## src/rtl/sdram_port_arbiter_if.sv

```systemverilog
// Bundle of the two requester ports and the SDRAM controller command/read-data port.
// The arbiter uses the slave modport; a requester/controller model uses master.
interface sdram_port_arbiter_if #(
  parameter int ADDR_W   = 23,
  parameter int DATA_W   = 32,
  parameter int RD_DEPTH = 4
) ();
  localparam int CNT_W = $clog2(RD_DEPTH) + 1;

  // Requester port 0
  logic              p0_req;
  logic              p0_wr;
  logic [ADDR_W-1:0] p0_addr;
  logic [3:0]        p0_be;
  logic [DATA_W-1:0] p0_wdata;
  logic              p0_ack;
  logic [DATA_W-1:0] p0_rdata;
  logic              p0_rvalid;

  // Requester port 1
  logic              p1_req;
  logic              p1_wr;
  logic [ADDR_W-1:0] p1_addr;
  logic [3:0]        p1_be;
  logic [DATA_W-1:0] p1_wdata;
  logic              p1_ack;
  logic [DATA_W-1:0] p1_rdata;
  logic              p1_rvalid;

  // Controller side
  logic              cmd_ready;
  logic              cmd_enable;
  logic              cmd_wr;
  logic [3:0]        cmd_byte_enable;
  logic [ADDR_W-1:0] cmd_address;
  logic [DATA_W-1:0] cmd_data_in;
  logic [DATA_W-1:0] data_out;
  logic              data_out_ready;

  // Status
  logic [CNT_W-1:0]  rd_pending;
  logic              err_orphan;
  logic [1:0]        dbg_state;

  modport slave (
    input  p0_req, p0_wr, p0_addr, p0_be, p0_wdata,
    output p0_ack, p0_rdata, p0_rvalid,
    input  p1_req, p1_wr, p1_addr, p1_be, p1_wdata,
    output p1_ack, p1_rdata, p1_rvalid,
    input  cmd_ready, data_out, data_out_ready,
    output cmd_enable, cmd_wr, cmd_byte_enable, cmd_address, cmd_data_in,
    output rd_pending, err_orphan, dbg_state
  );

  modport master (
    output p0_req, p0_wr, p0_addr, p0_be, p0_wdata,
    input  p0_ack, p0_rdata, p0_rvalid,
    output p1_req, p1_wr, p1_addr, p1_be, p1_wdata,
    input  p1_ack, p1_rdata, p1_rvalid,
    output cmd_ready, data_out, data_out_ready,
    input  cmd_enable, cmd_wr, cmd_byte_enable, cmd_address, cmd_data_in,
    input  rd_pending, err_orphan, dbg_state
  );
endinterface

```

## src/rtl/sdram_port_arbiter.sv

```systemverilog
// Round-robin arbiter sharing one SDRAM controller command port between two requesters,
// with a tag FIFO that steers each returned read word back to the port that issued it.
module sdram_port_arbiter #(
  parameter int ADDR_W   = 23,
  parameter int DATA_W   = 32,
  parameter int RD_DEPTH = 4
) (
  input logic               clk,
  input logic               reset,
  sdram_port_arbiter_if.slave bus
);
  localparam int PTR_W = $clog2(RD_DEPTH);
  localparam int CNT_W = PTR_W + 1;

  // Handshake: a command transfers in any cycle where cmd_enable and cmd_ready are both
  // high; cmd_enable and the payload stay fixed from the ISSUE entry until that cycle.
  typedef enum logic [1:0] {
    IDLE  = 2'd0,
    ISSUE = 2'd1,
    GAP   = 2'd2
  } state_e;

  state_e            state_q, state_d;
  logic              last_grant_q, last_grant_d;
  logic              gnt_port_q, gnt_port_d;
  logic              cmd_en_q, cmd_en_d;
  logic              cmd_wr_q, cmd_wr_d;
  logic [3:0]        cmd_be_q, cmd_be_d;
  logic [ADDR_W-1:0] cmd_addr_q, cmd_addr_d;
  logic [DATA_W-1:0] cmd_data_q, cmd_data_d;
  logic              ack0_q, ack0_d;
  logic              ack1_q, ack1_d;
  logic [RD_DEPTH-1:0] tag_q, tag_d;
  logic [PTR_W-1:0]  wr_ptr_q, wr_ptr_d;
  logic [PTR_W-1:0]  rd_ptr_q, rd_ptr_d;
  logic [CNT_W-1:0]  cnt_q, cnt_d;
  logic [DATA_W-1:0] rdata0_q, rdata0_d;
  logic [DATA_W-1:0] rdata1_q, rdata1_d;
  logic              rvalid0_q, rvalid0_d;
  logic              rvalid1_q, rvalid1_d;
  logic              orphan_q, orphan_d;

  logic              rd_room;
  logic              elig0;
  logic              elig1;
  logic              pick;
  logic              push;
  logic              pop;
  logic              head;

  assign rd_room = (cnt_q < CNT_W'(RD_DEPTH));
  assign elig0   = bus.p0_req && (bus.p0_wr || rd_room);
  assign elig1   = bus.p1_req && (bus.p1_wr || rd_room);

  always_comb begin
    state_d      = state_q;
    last_grant_d = last_grant_q;
    gnt_port_d   = gnt_port_q;
    cmd_en_d     = cmd_en_q;
    cmd_wr_d     = cmd_wr_q;
    cmd_be_d     = cmd_be_q;
    cmd_addr_d   = cmd_addr_q;
    cmd_data_d   = cmd_data_q;
    ack0_d       = 1'b0;
    ack1_d       = 1'b0;
    pick         = 1'b0;
    push         = 1'b0;

    case (state_q)
      IDLE: begin
        if (bus.cmd_ready && (elig0 || elig1)) begin
          // On a tie the port that did not win last time goes next.
          pick         = (elig0 && elig1) ? ~last_grant_q : elig1;
          gnt_port_d   = pick;
          last_grant_d = pick;
          cmd_en_d     = 1'b1;
          cmd_wr_d     = pick ? bus.p1_wr    : bus.p0_wr;
          cmd_be_d     = pick ? bus.p1_be    : bus.p0_be;
          cmd_addr_d   = pick ? bus.p1_addr  : bus.p0_addr;
          cmd_data_d   = pick ? bus.p1_wdata : bus.p0_wdata;
          ack0_d       = ~pick;
          ack1_d       = pick;
          state_d      = ISSUE;
        end
      end
      ISSUE: begin
        if (cmd_en_q && bus.cmd_ready) begin
          push     = ~cmd_wr_q;
          cmd_en_d = 1'b0;
          state_d  = GAP;
        end
      end
      GAP: begin
        state_d = IDLE;
      end
      default: begin
        cmd_en_d = 1'b0;
        state_d  = IDLE;
      end
    endcase
  end

  always_comb begin
    tag_d     = tag_q;
    wr_ptr_d  = wr_ptr_q;
    rd_ptr_d  = rd_ptr_q;
    cnt_d     = cnt_q;
    rdata0_d  = rdata0_q;
    rdata1_d  = rdata1_q;
    rvalid0_d = 1'b0;
    rvalid1_d = 1'b0;
    orphan_d  = orphan_q;
    pop       = bus.data_out_ready && (cnt_q != '0);
    head      = tag_q[rd_ptr_q];

    if (push) begin
      tag_d[wr_ptr_q] = gnt_port_q;
      wr_ptr_d        = wr_ptr_q + PTR_W'(1);
    end

    if (pop) begin
      rd_ptr_d = rd_ptr_q + PTR_W'(1);
      if (head) begin
        rdata1_d  = bus.data_out;
        rvalid1_d = 1'b1;
      end else begin
        rdata0_d  = bus.data_out;
        rvalid0_d = 1'b1;
      end
    end

    if (bus.data_out_ready && (cnt_q == '0)) begin
      orphan_d = 1'b1;
    end

    case ({push, pop})
      2'b10:   cnt_d = cnt_q + CNT_W'(1);
      2'b01:   cnt_d = cnt_q - CNT_W'(1);
      default: cnt_d = cnt_q;
    endcase
  end

  always_ff @(posedge clk or posedge reset) begin
    if (reset) begin
      state_q      <= IDLE;
      last_grant_q <= 1'b1;
      gnt_port_q   <= 1'b0;
      cmd_en_q     <= 1'b0;
      cmd_wr_q     <= 1'b0;
      cmd_be_q     <= '0;
      cmd_addr_q   <= '0;
      cmd_data_q   <= '0;
      ack0_q       <= 1'b0;
      ack1_q       <= 1'b0;
      tag_q        <= '0;
      wr_ptr_q     <= '0;
      rd_ptr_q     <= '0;
      cnt_q        <= '0;
      rdata0_q     <= '0;
      rdata1_q     <= '0;
      rvalid0_q    <= 1'b0;
      rvalid1_q    <= 1'b0;
      orphan_q     <= 1'b0;
    end else begin
      state_q      <= state_d;
      last_grant_q <= last_grant_d;
      gnt_port_q   <= gnt_port_d;
      cmd_en_q     <= cmd_en_d;
      cmd_wr_q     <= cmd_wr_d;
      cmd_be_q     <= cmd_be_d;
      cmd_addr_q   <= cmd_addr_d;
      cmd_data_q   <= cmd_data_d;
      ack0_q       <= ack0_d;
      ack1_q       <= ack1_d;
      tag_q        <= tag_d;
      wr_ptr_q     <= wr_ptr_d;
      rd_ptr_q     <= rd_ptr_d;
      cnt_q        <= cnt_d;
      rdata0_q     <= rdata0_d;
      rdata1_q     <= rdata1_d;
      rvalid0_q    <= rvalid0_d;
      rvalid1_q    <= rvalid1_d;
      orphan_q     <= orphan_d;
    end
  end

  assign bus.p0_ack          = ack0_q;
  assign bus.p1_ack          = ack1_q;
  assign bus.p0_rdata        = rdata0_q;
  assign bus.p1_rdata        = rdata1_q;
  assign bus.p0_rvalid       = rvalid0_q;
  assign bus.p1_rvalid       = rvalid1_q;
  assign bus.cmd_enable      = cmd_en_q;
  assign bus.cmd_wr          = cmd_wr_q;
  assign bus.cmd_byte_enable = cmd_be_q;
  assign bus.cmd_address     = cmd_addr_q;
  assign bus.cmd_data_in     = cmd_data_q;
  assign bus.rd_pending      = cnt_q;
  assign bus.err_orphan      = orphan_q;
  assign bus.dbg_state       = state_q;
endmodule

```

## src/flat_wrapper.sv

```systemverilog
// flat-port wrapper written by rule: the top's interface ports become plain ports
module sdram_port_arbiter_flat 
#(
  parameter int ADDR_W   = 23,
  parameter int DATA_W   = 32,
  parameter int RD_DEPTH = 4
)
  (clk, reset, bus_p0_req, bus_p0_wr, bus_p0_addr, bus_p0_be, bus_p0_wdata, bus_p0_ack, bus_p0_rdata, bus_p0_rvalid, bus_p1_req, bus_p1_wr, bus_p1_addr, bus_p1_be, bus_p1_wdata, bus_p1_ack, bus_p1_rdata, bus_p1_rvalid, bus_cmd_ready, bus_data_out, bus_data_out_ready, bus_cmd_enable, bus_cmd_wr, bus_cmd_byte_enable, bus_cmd_address, bus_cmd_data_in, bus_rd_pending, bus_err_orphan, bus_dbg_state);
  sdram_port_arbiter_if #(.ADDR_W(ADDR_W), .DATA_W(DATA_W), .RD_DEPTH(RD_DEPTH)) bus_i ();
  input logic clk;
  input logic reset;
  input wire logic [$bits(bus_i.p0_req)-1:0] bus_p0_req;
  input wire logic [$bits(bus_i.p0_wr)-1:0] bus_p0_wr;
  input wire logic [$bits(bus_i.p0_addr)-1:0] bus_p0_addr;
  input wire logic [$bits(bus_i.p0_be)-1:0] bus_p0_be;
  input wire logic [$bits(bus_i.p0_wdata)-1:0] bus_p0_wdata;
  output wire logic [$bits(bus_i.p0_ack)-1:0] bus_p0_ack;
  output wire logic [$bits(bus_i.p0_rdata)-1:0] bus_p0_rdata;
  output wire logic [$bits(bus_i.p0_rvalid)-1:0] bus_p0_rvalid;
  input wire logic [$bits(bus_i.p1_req)-1:0] bus_p1_req;
  input wire logic [$bits(bus_i.p1_wr)-1:0] bus_p1_wr;
  input wire logic [$bits(bus_i.p1_addr)-1:0] bus_p1_addr;
  input wire logic [$bits(bus_i.p1_be)-1:0] bus_p1_be;
  input wire logic [$bits(bus_i.p1_wdata)-1:0] bus_p1_wdata;
  output wire logic [$bits(bus_i.p1_ack)-1:0] bus_p1_ack;
  output wire logic [$bits(bus_i.p1_rdata)-1:0] bus_p1_rdata;
  output wire logic [$bits(bus_i.p1_rvalid)-1:0] bus_p1_rvalid;
  input wire logic [$bits(bus_i.cmd_ready)-1:0] bus_cmd_ready;
  input wire logic [$bits(bus_i.data_out)-1:0] bus_data_out;
  input wire logic [$bits(bus_i.data_out_ready)-1:0] bus_data_out_ready;
  output wire logic [$bits(bus_i.cmd_enable)-1:0] bus_cmd_enable;
  output wire logic [$bits(bus_i.cmd_wr)-1:0] bus_cmd_wr;
  output wire logic [$bits(bus_i.cmd_byte_enable)-1:0] bus_cmd_byte_enable;
  output wire logic [$bits(bus_i.cmd_address)-1:0] bus_cmd_address;
  output wire logic [$bits(bus_i.cmd_data_in)-1:0] bus_cmd_data_in;
  output wire logic [$bits(bus_i.rd_pending)-1:0] bus_rd_pending;
  output wire logic [$bits(bus_i.err_orphan)-1:0] bus_err_orphan;
  output wire logic [$bits(bus_i.dbg_state)-1:0] bus_dbg_state;
  assign bus_i.p0_req = bus_p0_req;
  assign bus_i.p0_wr = bus_p0_wr;
  assign bus_i.p0_addr = bus_p0_addr;
  assign bus_i.p0_be = bus_p0_be;
  assign bus_i.p0_wdata = bus_p0_wdata;
  assign bus_p0_ack = bus_i.p0_ack;
  assign bus_p0_rdata = bus_i.p0_rdata;
  assign bus_p0_rvalid = bus_i.p0_rvalid;
  assign bus_i.p1_req = bus_p1_req;
  assign bus_i.p1_wr = bus_p1_wr;
  assign bus_i.p1_addr = bus_p1_addr;
  assign bus_i.p1_be = bus_p1_be;
  assign bus_i.p1_wdata = bus_p1_wdata;
  assign bus_p1_ack = bus_i.p1_ack;
  assign bus_p1_rdata = bus_i.p1_rdata;
  assign bus_p1_rvalid = bus_i.p1_rvalid;
  assign bus_i.cmd_ready = bus_cmd_ready;
  assign bus_i.data_out = bus_data_out;
  assign bus_i.data_out_ready = bus_data_out_ready;
  assign bus_cmd_enable = bus_i.cmd_enable;
  assign bus_cmd_wr = bus_i.cmd_wr;
  assign bus_cmd_byte_enable = bus_i.cmd_byte_enable;
  assign bus_cmd_address = bus_i.cmd_address;
  assign bus_cmd_data_in = bus_i.cmd_data_in;
  assign bus_rd_pending = bus_i.rd_pending;
  assign bus_err_orphan = bus_i.err_orphan;
  assign bus_dbg_state = bus_i.dbg_state;
  sdram_port_arbiter #(.ADDR_W(ADDR_W), .DATA_W(DATA_W), .RD_DEPTH(RD_DEPTH)) u_core (.clk(clk), .reset(reset), .bus(bus_i));
endmodule
```

## config.mk

```make
export PLATFORM = sky130hd
export DESIGN_NAME = sdram_port_arbiter_flat
export DESIGN_NICKNAME = d
export VERILOG_FILES = /design/src/rtl/sdram_port_arbiter_if.sv /design/src/rtl/sdram_port_arbiter.sv /design/src/flat_wrapper.sv
export SDC_FILE = /design/constraint.sdc
export NUM_CORES = 1
export LEC_CHECK = 0
export ABC_AREA = 1
export CORE_ASPECT_RATIO = 0.75
export CORE_UTILIZATION = 55
export DETAILED_ROUTE_END_ITERATION = 7
export DONT_BUFFER_PORTS = 1
export GPL_ROUTABILITY_DRIVEN = 1
export GPL_TIMING_DRIVEN = 0
export PLACE_DENSITY = 0.71
export SLEW_MARGIN = 20
export SYNTH_ARGS = -nofsm -noshare
export SYNTH_HDL_FRONTEND = slang
export SYNTH_SLANG_ARGS = --single-unit
```

## constraint.sdc

```tcl
create_clock -name clk -period 7.8 [get_ports clk]
set_clock_uncertainty 0.2 [all_clocks]
set_input_delay 1.95 -clock clk [delete_from_list [all_inputs] [get_ports clk]]
set_output_delay 1.95 -clock clk [all_outputs]
set_load 0.02 [all_outputs]
```

**Word level (Yosys, flattened, before mapping)**

Cells that the tools add are included.

- Bits in registers: 145
- Bits of input ports: 158
- Output and inout port bits: 135

- Add/sub/neg operators: 4
- Order comparisons: 4
- Eq/ne operators: 6
- Muxes and demuxes: 27
- Bitwise gates (word level): 5
- Reduce and logical (&&, ||, !) cells: 20

Operators by type and width:

| operator | count |
|---|---|
| two-way mux 32 bit | 1 |
| two-way mux 23 bit | 1 |
| two-way mux 1 bit | 16 |
| logical AND 1 bit | 8 |
| AND reduction 2 bit | 4 |
| less-than comparator 2 x 3 -> 1 bit (second input constant) | 2 |
| one-hot mux 3 bit (2 select lines) | 1 |
| NOT 1 bit | 5 |
| adder 2 x 1 -> 2 bit (second input constant) | 2 |
| bitwise mux 4 bit | 1 |
| equality test 2 x 1 -> 1 bit (second input constant) | 2 |
| equality test 2 bit (second input constant) | 2 |
| two-way mux 2 bit | 2 |
| two-way mux 4 bit | 1 |
| != test 2 x 1 -> 1 bit (second input constant) | 2 |
| one-hot mux 2 bit (2 select lines) | 1 |
| adder 3 x 1 -> 3 bit (second input constant) | 1 |
| logical NOT 3 bit | 1 |
| logical OR 1 bit | 3 |
| less-than comparator 3 bit (second input constant) | 1 |
| one-hot mux 1 bit (3 select lines) | 1 |
| AND reduction 3 bit | 1 |
| nonzero test 3 bit | 1 |
| subtractor 3 x 1 -> 3 bit (second input constant) | 1 |
| other kinds (5) | 5 |

**Longest topological paths before layout**

- Depth in word-level cells: 8
- Mapped depth: 10

**Worst setup path before layout**

No wires, ideal clock.

- Kind: input -> register
- From: input bus_cmd_ready
- To: register u_core.cnt_q[1] (netlist: u_core.bus.rd_pending[1])
- Library setup time: 0.083 ns
- Data arrival time: 3.229 ns
- Required time: 7.517 ns
- Slack: 4.288 ns
- Stages: 7
- Cell sequence: nand2_1 -> nor3_2 -> inv_1 -> ha_1 -> inv_1 -> fa_1 -> o21ai_0

- Cells in the longest elaborated chain, start to end: 5
- Elaborated cells on any way between the ends: 7
- Classes of those cells: 2 x eq/ne; 3 x mux; 2 x reduce/logical

Ends and longest elaborated chain:

| what | RTL line | source |
|---|---|---|
| from (decl) | flat_wrapper.sv:28 | `input wire logic [$bits(bus_i.cmd_ready)-1:0] bus_cmd_ready;` |
| logical AND 1 bit * | sdram_port_arbiter.sv:87 | `if (cmd_en_q && bus.cmd_ready) begin` |
| two-way mux 1 bit * | sdram_port_arbiter.sv:87 |  |
| two-way mux 1 bit * | sdram_port_arbiter.sv:69 | `case (state_q)` |
| equality test 2 x 1 -> 1 bit or equality test 2 bit (tied branches) | sdram_port_arbiter.sv:136 | `case ({push, pop})` |
| one-hot mux 3 bit (2 select lines) or nonzero test 2 bit (tied branches) | -- |  |
| to (signal assigned) | sdram_port_arbiter.sv:178 | `cnt_q <= cnt_d;` |
| to (decl) | sdram_port_arbiter.sv:36 | `logic [CNT_W-1:0] cnt_q, cnt_d;` |

Every way passes the cells marked *; elsewhere a longest branch is shown, timed or not.
A chain may end at the register's enable or synchronous reset.

**Final worst setup path**

Ends and elaborated chain as after synthesis.

==> impl_metrics.toml <==
[worst_setup_path]
cp_max_fo = 8
critPathKind = "input pin to flop"
critPathCaptureType = "flop"
cpMostUsedCell = "inv_1"
max_stage_delay_ns = 0.47
crit_path_start_kind = "input pin"
required_ns = 7.92
cp_cell_sequence = "nand2_1 -> nor3_2 -> inv_1 -> ha_1 -> inv_1 -> fa_1 -> o21ai_0"
cp_data_arrival_time_ns = 3.46
slowest_stage = "nor3_2"

[pwr]
vdd_drop_max_v = 0.000249
p_per_area_mw_per_mm2 = 481
combPwrFrac = 0.251
seqPwrFrac = 0.499
p_sw_frac = 0.445
p_int_uw = 1970
pwr-share-clk = 0.249
p_sw_uw = 1580
p_leak_uw = 0.00415
power_uw = 3560

[cells_and_area]
finalInstanceArea_mm2 = 0.00740
layout-drive-gt1-share = 0.101
multi_input_area_mm2 = 0.00254
seqCellArea_mm2 = 0.00363
syn_to_final_growth_pct = 13.7
fillers = 1022
nNetsFinal = 1012
utilization = 0.639
antenna_cells = 0

[min_path]
worst_hold_path_type = "flop to flop"

[flow_run]
maxCapViolCount = 0

[routing]
viasPerCell = 5.33
firstDrtPassIters = 5
wl_um = 16900
vias = 5456
first_iter_violations = 347
drc_errors = 0
wl_per_cell_um = 16.6
postRouteAntennaNets = 0

[sta]
finalHoldViolCount = 0
maxSlewViolCount = 0
period_share = 0.428
fin_tns_setup_ns = 0
slew-limit-headroom = 0.617
max_freq_ghz = 0.299
finalSetupViolCount = 0
finalCriticalPeriod_ns = 3.34
worstMarginPinSlew_ns = 0.574
fin_ws_ns = 4.46
rsz0062_at_grt = "no"

[clocking]
insertion_delay_ns = 0.41
postCtsHoldBufs = 0
cts_made_buffers = 17
clkTransAtPathRegs_ns = 0.06
clock_sinks = 145
cts.path.max_buffers = 2
post_cts_buffers = 0
cts_resized = 0
tritoncts = "built"
root_buffer = "clkbuf_16"
htreeDepth = 4

[die]
rows = 34
die_h_um = 96.2
die_area_mm2 = 0.0123
die_w_um = 128
fp.coreArea_mm2 = 0.0116
io_pins = 293
initial_core_util = 0.562

[place]
dpl_cell_area_mm2 = 0.00675
port_buffers = 0
dp_slack_ns = 4.04
dp_hpwl_um = 12500
place_congestion = 0.920

[yosys]
yosysTopAreaCell = "dfrtp_1"
netlist_instances = 828
ys_seq_area_frac = 0.558
synth.area.top_cells = "dfrtp_1, nand2_1, nand3_1"
syn_nets = 992
post_synth.cell_area_avg_um2 = 7.86
yosysUniqueCellTypes = 26
synth.top_cell.area_share = 0.554
synth_ff_type = "dfrtp_1"
synth_edf_count = 0
ys_warn_count = 0
synthArstFlopShare = 1.00
ys_ff_latch = 145
syn_area_mm2 = 0.00651

[grt]
antenna_found_initial = 0
grt_pass1_vias = 5253
grt_max_degree = 92
grt_overflow = 0
gr-usage-all-layers = 0.282
grt_pass1_wl_um = 26300

[status]
outcome = "complete, no violations"
-- registers in the layout, summed over array words and instances, names as in the netlist, 2 cells and up --
signal / count
u_core.wr_ptr_q: 2
u_core.bus.rd_pending: 3
u_core.tag_q: 4
u_core.bus.cmd_byte_enable: 4
u_core.bus.p1_rdata: 32
u_core.bus.p0_rdata: 32
u_core.rd_ptr_q: 2
u_core.bus.cmd_address: 23
u_core.bus.cmd_data_in: 32
u_core.bus.dbg_state: 2
-- kinds of logic after synthesis --
logic type / synth area share
simple gates: 0.361
xor+xnor: 0.00538
buf+inv: 0.0515
compound gates: 0.0113
fa+ha+maj: 0.0127
flops: 0.558
-- per-stage QoR --
step                      std cells  hold WS (ns)
final                          1023         0.284
after global routing           1023         0.292
after CTS                      1023         0.283
after detailed placement        991         0.277
after global placement          990         0.257
after floorplan                 828         0.249
-- worst max-delay path, delay by kind of cell --
kind	cells	cell delay (ns)
fa+ha+maj	2	0.62
simple gates	2	0.54
buf+inv	2	0.18
compound gates	1	0.17
-- cells in the final DEF (no fill, tap or decap), types with 2 or more instances in the layout --
cell type,Yosys,routed
buf_2,26,26
buf_4,10,10
buf_6,3,3
bufinv_16,0,4
clkbuf_1,4,4
clkbuf_16,0,17
clkbuf_8,0,2
clkinv_4,0,3
clkinvlp_4,0,2
dfrtp_1,144,144
ha_1,5,5
inv_1,15,14
inv_2,5,5
inv_6,0,3
inv_8,0,2
nand2_1,521,521
nand2_2,2,2
nand3_1,63,63
nand3_2,2,2
nor2_1,5,5
o21ai_0,5,5
o21ai_1,5,5
xor2_1,3,3
-- cell usage after synthesis, types with 3 or more instances --
cell / count
buf_2: 26
buf_4: 10
buf_6: 3
clkbuf_1: 4
dfrtp_1: 144
ha_1: 5
inv_1: 15
inv_2: 5
nand2_1: 521
nand3_1: 63
nor2_1: 5
o21ai_0: 5
o21ai_1: 5
xor2_1: 3
-- cell type report --
cell class	instances	share of cell area
tap	162	0.0274
clock inverter	13	0.0269
inverter	21	0.0120
multi-input combinational	619	0.344
timing repair buffer	1	0.00372
clock buffer	19	0.0612
sequential	145	0.491
buffer	43	0.0343
-- per-layer routing --
metal	wire length, µm	vias to the layer above	global-route usage
met5	0	-	0
met4	543	0	0.147
met3	1490	46	0.0884
li1	-	2581	-
met1	6740	2592	0.346
met2	8160	237	0.454
-- power groups by stage --
stage / Sequential [µW] / Clock (µW) / Combinational, µW
3_5_place_dp: 1790 / 0 / 890
2_1_floorplan: 1680 / 0 / 698
5_1_grt: 1820 / 928 / 1050
4_1_cts: 1780 / 899 / 900
6_report: 1780 / 888 / 894
3_3_place_gp: 1780 / 0 / 839
-- final timing paths --
kind / from / end / slack, ns / cells past startpoint
worst max-delay path: bus_cmd_ready / u_core.bus.rd_pending[1] / 4.46 / 7
max in group asynchronous: reset / u_core.last_grant_q / 5.42 / 2
min in group asynchronous: reset / u_core.bus.p0_rdata[6] / 1.19 / 1
worst max register to register: u_core.bus.cmd_enable / u_core.bus.rd_pending[1] / 5.46 / 7
worst min-delay path: u_core.last_grant_q / u_core.last_grant_q / 0.28 / 2
worst min register to register: u_core.last_grant_q / u_core.last_grant_q / 0.28 / 2
Power figures use the tool's default switching activity.
